$ cat config.mk
export PLATFORM = sky130hd
export DESIGN_NAME = uart_tx_fifo
export DESIGN_NICKNAME = d
export VERILOG_FILES = /design/src/rtl/uart_tx_fifo.sv
export SDC_FILE = /design/constraint.sdc
export NUM_CORES = 1
export LEC_CHECK = 0
export CAP_MARGIN = 20
export CORE_MARGIN = 2
export CORE_UTILIZATION = 40
export DETAILED_ROUTE_END_ITERATION = 6
export DONT_BUFFER_PORTS = 1
export SETUP_SLACK_MARGIN = 0.3
export SLEW_MARGIN = 20
export SYNTH_ARGS = -nofsm -noshare
export SYNTH_HDL_FRONTEND = slang
export SYNTH_SLANG_ARGS = --single-unit
export TNS_END_PERCENT = 5
$ cat constraint.sdc
create_clock -name clk -period 5.7 [get_ports clk]
set_input_delay 1.71 -clock clk [delete_from_list [all_inputs] [get_ports clk]]
set_output_delay 1.71 -clock clk [all_outputs]
set_load 0.02 [all_outputs]
$ cat src/rtl/uart_tx_fifo.sv
// Byte FIFO feeding uart_send: buffers pushes and runs the ready/busy/done handshake per byte.
// Optional synchronous flush port enabled by defining UART_TX_FIFO_FLUSH_EN.
module uart_tx_fifo #(
  parameter int DEPTH = 16,
  parameter int WIDTH = 8
) (
  input  logic                   clk,
  input  logic                   rst,
`ifdef UART_TX_FIFO_FLUSH_EN
  input  logic                   flush,
`endif
  input  logic                   wr_en,
  input  logic [WIDTH-1:0]       wr_data,
  output logic                   full,
  output logic                   empty,
  output logic [$clog2(DEPTH):0] count,
  output logic                   overflow,
  output logic                   tx_ready,
  output logic [WIDTH-1:0]       tx_payload,
  input  logic                   tx_busy,
  input  logic                   tx_done
);

  localparam int AW = $clog2(DEPTH);
  localparam logic [AW-1:0] PTR_ONE  = AW'(1);
  localparam logic [AW:0]   CNT_ONE  = (AW+1)'(1);
  localparam logic [AW:0]   CNT_FULL = (AW+1)'(DEPTH);

  typedef enum logic [1:0] {IDLE, LOAD, SEND, WAIT} state_e;

  state_e           state_q, state_d;
  logic [WIDTH-1:0] mem_q [DEPTH];
  logic [AW-1:0]    wr_ptr_q, wr_ptr_d, rd_ptr_q, rd_ptr_d;
  logic [AW:0]      count_q, count_d;
  logic             overflow_q, overflow_d;
  logic [WIDTH-1:0] payload_q, payload_d;
  logic             flush_w, push, pop;

`ifdef UART_TX_FIFO_FLUSH_EN
  assign flush_w = flush;
`else
  assign flush_w = 1'b0;
`endif

  assign full       = (count_q == CNT_FULL);
  assign empty      = (count_q == '0);
  assign count      = count_q;
  assign overflow   = overflow_q;
  assign tx_payload = payload_q;
  assign tx_ready   = (state_q == SEND);

  // Flush wins over both push and the LOAD pop; a byte loaded during flush is discarded.
  assign push = wr_en && !full && !flush_w;
  assign pop  = (state_q == LOAD) && !empty && !flush_w;

  always_comb begin
    state_d = state_q;
    case (state_q)
      IDLE: if (!empty && !flush_w) state_d = LOAD;
      LOAD: state_d = pop ? SEND : IDLE;
      SEND: if (tx_busy) state_d = WAIT;
      WAIT: if (tx_done) state_d = IDLE;
      default: state_d = IDLE;
    endcase
  end

  always_comb begin
    wr_ptr_d   = push ? wr_ptr_q + PTR_ONE : wr_ptr_q;
    rd_ptr_d   = pop  ? rd_ptr_q + PTR_ONE : rd_ptr_q;
    payload_d  = pop  ? mem_q[rd_ptr_q]    : payload_q;
    overflow_d = overflow_q | (wr_en && full);
    count_d    = count_q;
    if (push && !pop)      count_d = count_q + CNT_ONE;
    else if (pop && !push) count_d = count_q - CNT_ONE;
    if (flush_w) begin
      rd_ptr_d   = wr_ptr_q;
      count_d    = '0;
      overflow_d = 1'b0;
    end
  end

  always_ff @(posedge clk) begin
    if (rst) begin
      state_q    <= IDLE;
      wr_ptr_q   <= '0;
      rd_ptr_q   <= '0;
      count_q    <= '0;
      overflow_q <= 1'b0;
      payload_q  <= '0;
    end else begin
      state_q    <= state_d;
      wr_ptr_q   <= wr_ptr_d;
      rd_ptr_q   <= rd_ptr_d;
      count_q    <= count_d;
      overflow_q <= overflow_d;
      payload_q  <= payload_d;
    end
  end

  // Storage needs no reset: count/pointers define which entries are valid.
  always_ff @(posedge clk) begin
    if (push) mem_q[wr_ptr_q] <= wr_data;
  end

endmodule
==> flow_summary_export.csv, run 1 <==
group,metric,value,unit
sta,relSlewSlack,40.21,%
logic_synthesis,yosys_warnings,0,
logic_synthesis,syn_area,6126,µm²
logic_synthesis,ys_seq_elements,152,
placement,port-buffer-count,0,
clocking,hold_buffers,0,
floorplanning,rows,45,
worst_hold_path,min_path_type,"reg2reg",
floorplanning,io_pins,30,
worst_setup_path,cp_data_required_time,6010,ps
sta,rsz0062_at_grt,"no",
clocking,clk_pin_slew,60,ps
pwr,p_seq_share,46.9,%
pwr,combPwrFrac,17.4,%
placement,dp.cells,551,
pwr,switching_share,28.58,%
clocking,ctsResizeCount,0,
grt,grt_pass1_wl,18630,µm
grt,antenna_found_initial,0,
drt,drt_iter0_drc,260,
final_layout,nets,406,
final_layout,drive_gt1_share,12.91,%
worst_setup_path,worst_setup_path_start_kind,"input pin",
clocking,worstSkewPairLatency,420,ps
logic_synthesis,synthTopCellsByArea,"edfxtp_1 (63%), dfxtp_1 (7.8%), mux2i_1 (5.7%)",
logic_synthesis,synth_seq_area_share,70.59,%
final_layout,diodes,0,
sta,skew,7.983,ps
worst_setup_path,cp.arrival,3730,ps
sta,worst_pin_slew,893.6,ps
pwr,pwr-share-clk,35.6,%
clocking,cts_buffers,17,
logic_synthesis,synthDistinctLibCells,36,
sta,finalSetupViolations,0,
pwr,ir_drop,0.2489,mV
worst_setup_path,crit_path_end_kind,"register",
sta,fmax,293.0,MHz
logic_synthesis,ys.flop_type,"edfxtp_1",
logic_synthesis,synthArstFlopShare,0,%
logic_synthesis,yosysTopAreaCell,"edfxtp_1",
sta,timing.setup.tns,0,ps
status,status,"completed",
drt,wirelength,11970,µm
final_layout,area_growth,11.89,%
logic_synthesis,yosys.area.top_type_share,62.75,%
sta,period_needed,3413,ps
sta,fin_crit_sh,59.88,%
grt,grt_overflow,0,
final_layout,n_fill_cell,1331,
floorplanning,die_w,127.8,µm
clocking,cts_tree,"done",
clocking,htreeDepth,4,
final_layout,fin_cells,583,
clocking,cts_root_buf,"clkbuf_16",
pwr,power,2.977,mW
logic_synthesis,synth_common_cells,"edfxtp_1 (128), nor2_1 (43), mux2i_1 (35)",
clocking,postCtsSetupBuffers,0,
drt,first_pass_iters,5,
drt,vias,3128,
pwr,p_int,2.126,mW
placement,post-dp-hpwl,7698,µm
logic_synthesis,synth_most_common_cell,"edfxtp_1",
clocking,cts_buffer_depth,2,
logic_synthesis,syn_avg_cell_area,16.12,µm²
logic_synthesis,synth_edf_count,128,
sta,final_max_slew_viol_count,0,
drt,drt-vias-per-instance,5.365,
logic_synthesis,syn_nets,404,
pwr,power.switching,0.8507,mW
drt,ant_nets,0,
pwr,pwr_density_cell,434.3,nW/µm²
flow_run,cap_violations,0,
floorplanning,die_area,16320,µm²
grt,grt_pass1_vias,3197,
drt,wl_per_cell,20.54,µm
drt,drc_errors,0,
floorplanning,die_h,127.8,µm
placement,gp_congestion,0.8036,
grt,grt_usage,15.83,%
clocking,clkSinkCount,152,
floorplanning,core_area,15090,µm²
worst_setup_path,critPathKind,"in2reg",
floorplanning,start_util,40.60,%
sta,finalHoldViolCount,0,
logic_synthesis,synth_cells,380,
grt,grt_max_degree,51,
pwr,leakage,2.156,nW
worst_setup_path,crit_fanout,9,
[logic make-up (layout without fill, tap and decap cells)]
kind of cell | after synthesis | after routing | share of synthesized area [%]
AND/OR/NAND/NOR | 82 | 82 | 5.964
buffers and inverters | 30 | 45 | 2.471
AO/OA/AOI/OAI | 44 | 44 | 5.106
XOR/XNOR | 9 | 9 | 1.287
flip-flops | 152 | 152 | 70.59
adder cells (fa/ha/maj) | 11 | 11 | 2.369
multiplexers | 52 | 52 | 12.21
[worst paths after layout]
check | start | to | slack (ps) | cells after the start
max | wr_en | count[4] | 2290 | 8
min | state_q[0] | register | 560 | 3
max reg2reg | count[1] | count[4] | 2730 | 11
min reg2reg | state_q[0] | register | 560 | 3
[cell usage in the layout, fill, tap and decap left out, types with 2 or more instances in the layout]
master / netlist / layout
clkbuf_1: 8 / 2
nand2b_1: 3 / 3
xnor2_1: 2 / 2
nor2_1: 43 / 43
a21oi_1: 8 / 8
dfxtp_1: 24 / 23
mux4_1: 7 / 7
and2_1: 2 / 2
clkinvlp_4: 0 / 5
mux4_2: 9 / 9
clkinv_4: 0 / 3
nor3_2: 0 / 3
edfxtp_1: 128 / 128
o22ai_1: 16 / 16
clkbuf_16: 0 / 17
ha_1: 10 / 10
inv_1: 9 / 9
nand3_1: 2 / 2
a311oi_1: 13 / 13
nor3_1: 5 / 2
nor2b_1: 3 / 3
mux2i_1: 35 / 35
nand2_1: 19 / 19
nand4_1: 2 / 2
xor2_1: 7 / 7
inv_6: 0 / 3
buf_4: 1 / 3
a211oi_1: 3 / 3
[flip-flops by register name (all words and copies together), names as in the netlist, named ones only]
name and flops:
count 5, mem_q 128, overflow 1, rd_ptr_q 4, state_q 1, tx_payload 8, wr_ptr_q 4
[power groups by stage]
| stage | Sequential (mW) | Combinational [mW] | Clock (mW) |
|---|---|---|---|
| 2_1_floorplan | 1.40 | 0.440 | 0 |
| 3_3_place_gp | 1.42 | 0.512 | 0 |
| 3_5_place_dp | 1.42 | 0.523 | 0 |
| 4_1_cts | 1.40 | 0.525 | 1.08 |
| 5_1_grt | 1.41 | 0.578 | 1.12 |
| 6_report | 1.40 | 0.519 | 1.06 |
[layout make-up]
class	instances	area (µm²)	share of cell area, %
flip-flops and latches	152	4325	63.11
multi-input cells	198	1665	24.30
clock buffers	20	446.7	6.517
well taps	188	235.2	3.432
clock inverters	12	120.1	1.752
inverters	9	33.78	0.4929
repair buffers	4	27.53	0.4016
[critical path: stages]
cell and delay [ps]:
a21boi_2 390, ha_1 290, inv_1 120, ha_1 310
a21o_1 170, a21oi_1 170, mux2i_1 230, mux2_2 350
[routing by layer]
metal	global-route usage [%]	share of wire, %
met5	0	0
met4	7.757	2.4
met3	4.424	5.4
met2	24.82	48
met1	20.41	44
[per-stage QoR]
step / utilization [%] / area, µm² / hold WS (ps) / setup slack [ps]
after global placement: 41.53 / 6267 / 526.3 / 1926
after CTS: 45.32 / 6839 / 564.3 / 2294
after floorplan: - / 6126 / 511.5 / 2096
after detailed placement: 41.57 / 6272 / 551.4 / 1841
final: 45.42 / 6854 / 559.8 / 2287
after global routing: 45.42 / 6854 / 594.5 / 2174
Power figures use the tool's default switching activity.
==> run 2, diff against run 1 <==
- clock period: 5.7 -> 2.9 ns (I/O delays scaled with it)
==> run 2 against run 1 <==
Compared with the run above:
- core utilization up 1.4 points
- total power up 100%
- clock skew up 0.61 ps
==> flow_summary_export.csv, run 2 (synthesis results as in run 1) <==
group,metric,value,unit
status,status,"completed",
sta,skew,8.595,ps
floorplanning,start_util,40.60,%
sta,finalSetupViolations,0,
final_layout,drive_gt1_share,19.04,%
final_layout,diodes,0,
clocking,worstSkewPairLatency,420,ps
clocking,htreeDepth,4,
drt,drt_iter0_drc,155,
final_layout,area_growth,15.30,%
worst_setup_path,cp_data_required_time,2030,ps
grt,antenna_found_initial,0,
worst_setup_path,crit_fanout,4,
floorplanning,die_w,127.8,µm
drt,drt-vias-per-instance,5.313,
worst_setup_path,regToRegStartpoint,"count[3]",
worst_setup_path,worst_setup_path_start_kind,"register",
clocking,cts_root_buf,"clkbuf_16",
pwr,pwr_density_cell,854.9,nW/µm²
grt,grt_usage,15.71,%
drt,first_pass_iters,4,
worst_hold_path,hold_path_depth,1,
sta,relSlewSlack,50.86,%
worst_setup_path,cp.arrival,1620,ps
clocking,clk_pin_slew,60,ps
drt,drc_errors,0,
clocking,cts_tree,"done",
floorplanning,io_pins,30,
worst_setup_path,ff2ff_path_depth,10,
grt,grt_overflow,0,
clocking,cts_buffers,17,
worst_setup_path,crit_path_end_kind,"output port",
sta,fin_crit_sh,85.70,%
flow_run,cap_violations,0,
grt,grt_pass1_vias,3200,
final_layout,layout_commonest_cell,"edfxtp_1",
worst_hold_path,min_path_type,"in2reg",
sta,final_max_slew_viol_count,0,
final_layout,regArea,4334,µm²
clocking,clkSinkCount,152,
pwr,leakage,2.289,nW
final_layout,final_cell_mix,"edfxtp_1 (128), nor2_1 (43), mux2i_1 (35)",
sta,finalHoldViolCount,0,
grt,grt_pass1_wl,18640,µm
final_layout,largest_reg_flops,128,
worst_hold_path,hold_end,"count[3]",
floorplanning,die_h,127.8,µm
final_layout,multi_input_area,1674,µm²
clocking,cts_buffer_depth,2,
drt,vias,3204,
final_layout,final_util,46.81,%
sta,fmax,402.4,MHz
sta,worst_pin_slew,735.7,ps
pwr,power,6.039,mW
final_layout,largest-register,"mem_q",
final_layout,nets,426,
grt,grt_max_degree,51,
sta,rsz0062_at_grt,"no",
placement,port-buffer-count,0,
drt,ant_nets,0,
placement,gp_congestion,0.7734,
drt,wirelength,12090,µm
worst_setup_path,critPathKind,"reg2out",
floorplanning,core_area,15090,µm²
pwr,ir_drop,0.5868,mV
drt,wl_per_cell,20.04,µm
placement,post-dp-hpwl,7655,µm
final_layout,n_fill_cell,1290,
worst_hold_path,hold_path.startpoint,"rst",
worst_setup_path,rrSetupSlack,420,ps
floorplanning,rows,45,
sta,period_needed,2485,ps
floorplanning,die_area,16320,µm²
sta,timing.setup.tns,0,ps
worst_setup_path,r2r-end,"count[4]",
[run 2: changes by cell type in the layout (fill, tap and decap cells not counted), moves of 2 or more]
cell        delta
nor3_1         +3
buf_4         +20
inv_8          +2
dfxtp_1        -5
inv_1          -2
clkbuf_1       -2
clkinv_2       +3
clkinvlp_4     -3
dfxtp_2        +4
nor3_2         -3
[run 2: final cells by class]
type | instances | area share (%)
multi-input combinational | 198 | 23.70
tap | 188 | 3.330
clock inverter | 15 | 2.338
clock buffer | 17 | 6.023
timing repair buffer | 24 | 2.728
sequential | 152 | 61.36
inverter | 9 | 0.5137
[run 2: metrics by stage]
stage | cell area [µm²] | worst slack [ps] | std cells | hold WS (ps)
2_1_floorplan | 6160 | 306.5 | 380 | 511.5
3_3_place_gp | 6452 | 370.5 | 569 | 532.7
3_5_place_dp | 6452 | 284.2 | 569 | 557.2
4_1_cts | 7051 | 328.7 | 602 | 484.3
5_1_grt | 7063 | 316.6 | 603 | 489.3
6_report | 7063 | 414.7 | 603 | 510.0
[run 2: metal layers]
layer | wire (µm) | vias to the layer above | GRT usage (%)
li1 | - | 1508 | -
met1 | 5113 | 1612 | 19.58
met2 | 6169 | 74 | 26.27
met3 | 658 | 10 | 4.883
met4 | 145 | 0 | 5.042
met5 | 0 | - | 0
[run 2: power by group]
group / internal [mW] / switching (mW) / total (mW)
Clock: 1.29 / 0.900 / 2.19
Sequential: 2.53 / 0.214 / 2.75
Combinational: 0.493 / 0.612 / 1.11
Total: 4.31 / 1.73 / 6.04
[run 2: how the worst max path moves through the flow]
stage	from	endpoint	cells past startpoint
finish	count[3]	empty	3
global route	count[3]	count[4]	10
CTS	count[0]	count[4]	10
detailed placement	count[3]	count[4]	10
global placement	wr_en	count[4]	8
floorplan	wr_en	count[4]	8
[run 2: critical path: stages (launching register included)]
cell and delay (ps):
dfxtp_4 380, nor4_4 380, buf_4 170, and2_1 260
[run 2: what timing repair did]
action,4_1_cts,5_1_grt
pin swaps,1,1
gates resized for setup,0,2
setup endpoints to repair,1,1
hold buffers,0,0
setup buffers,1,1
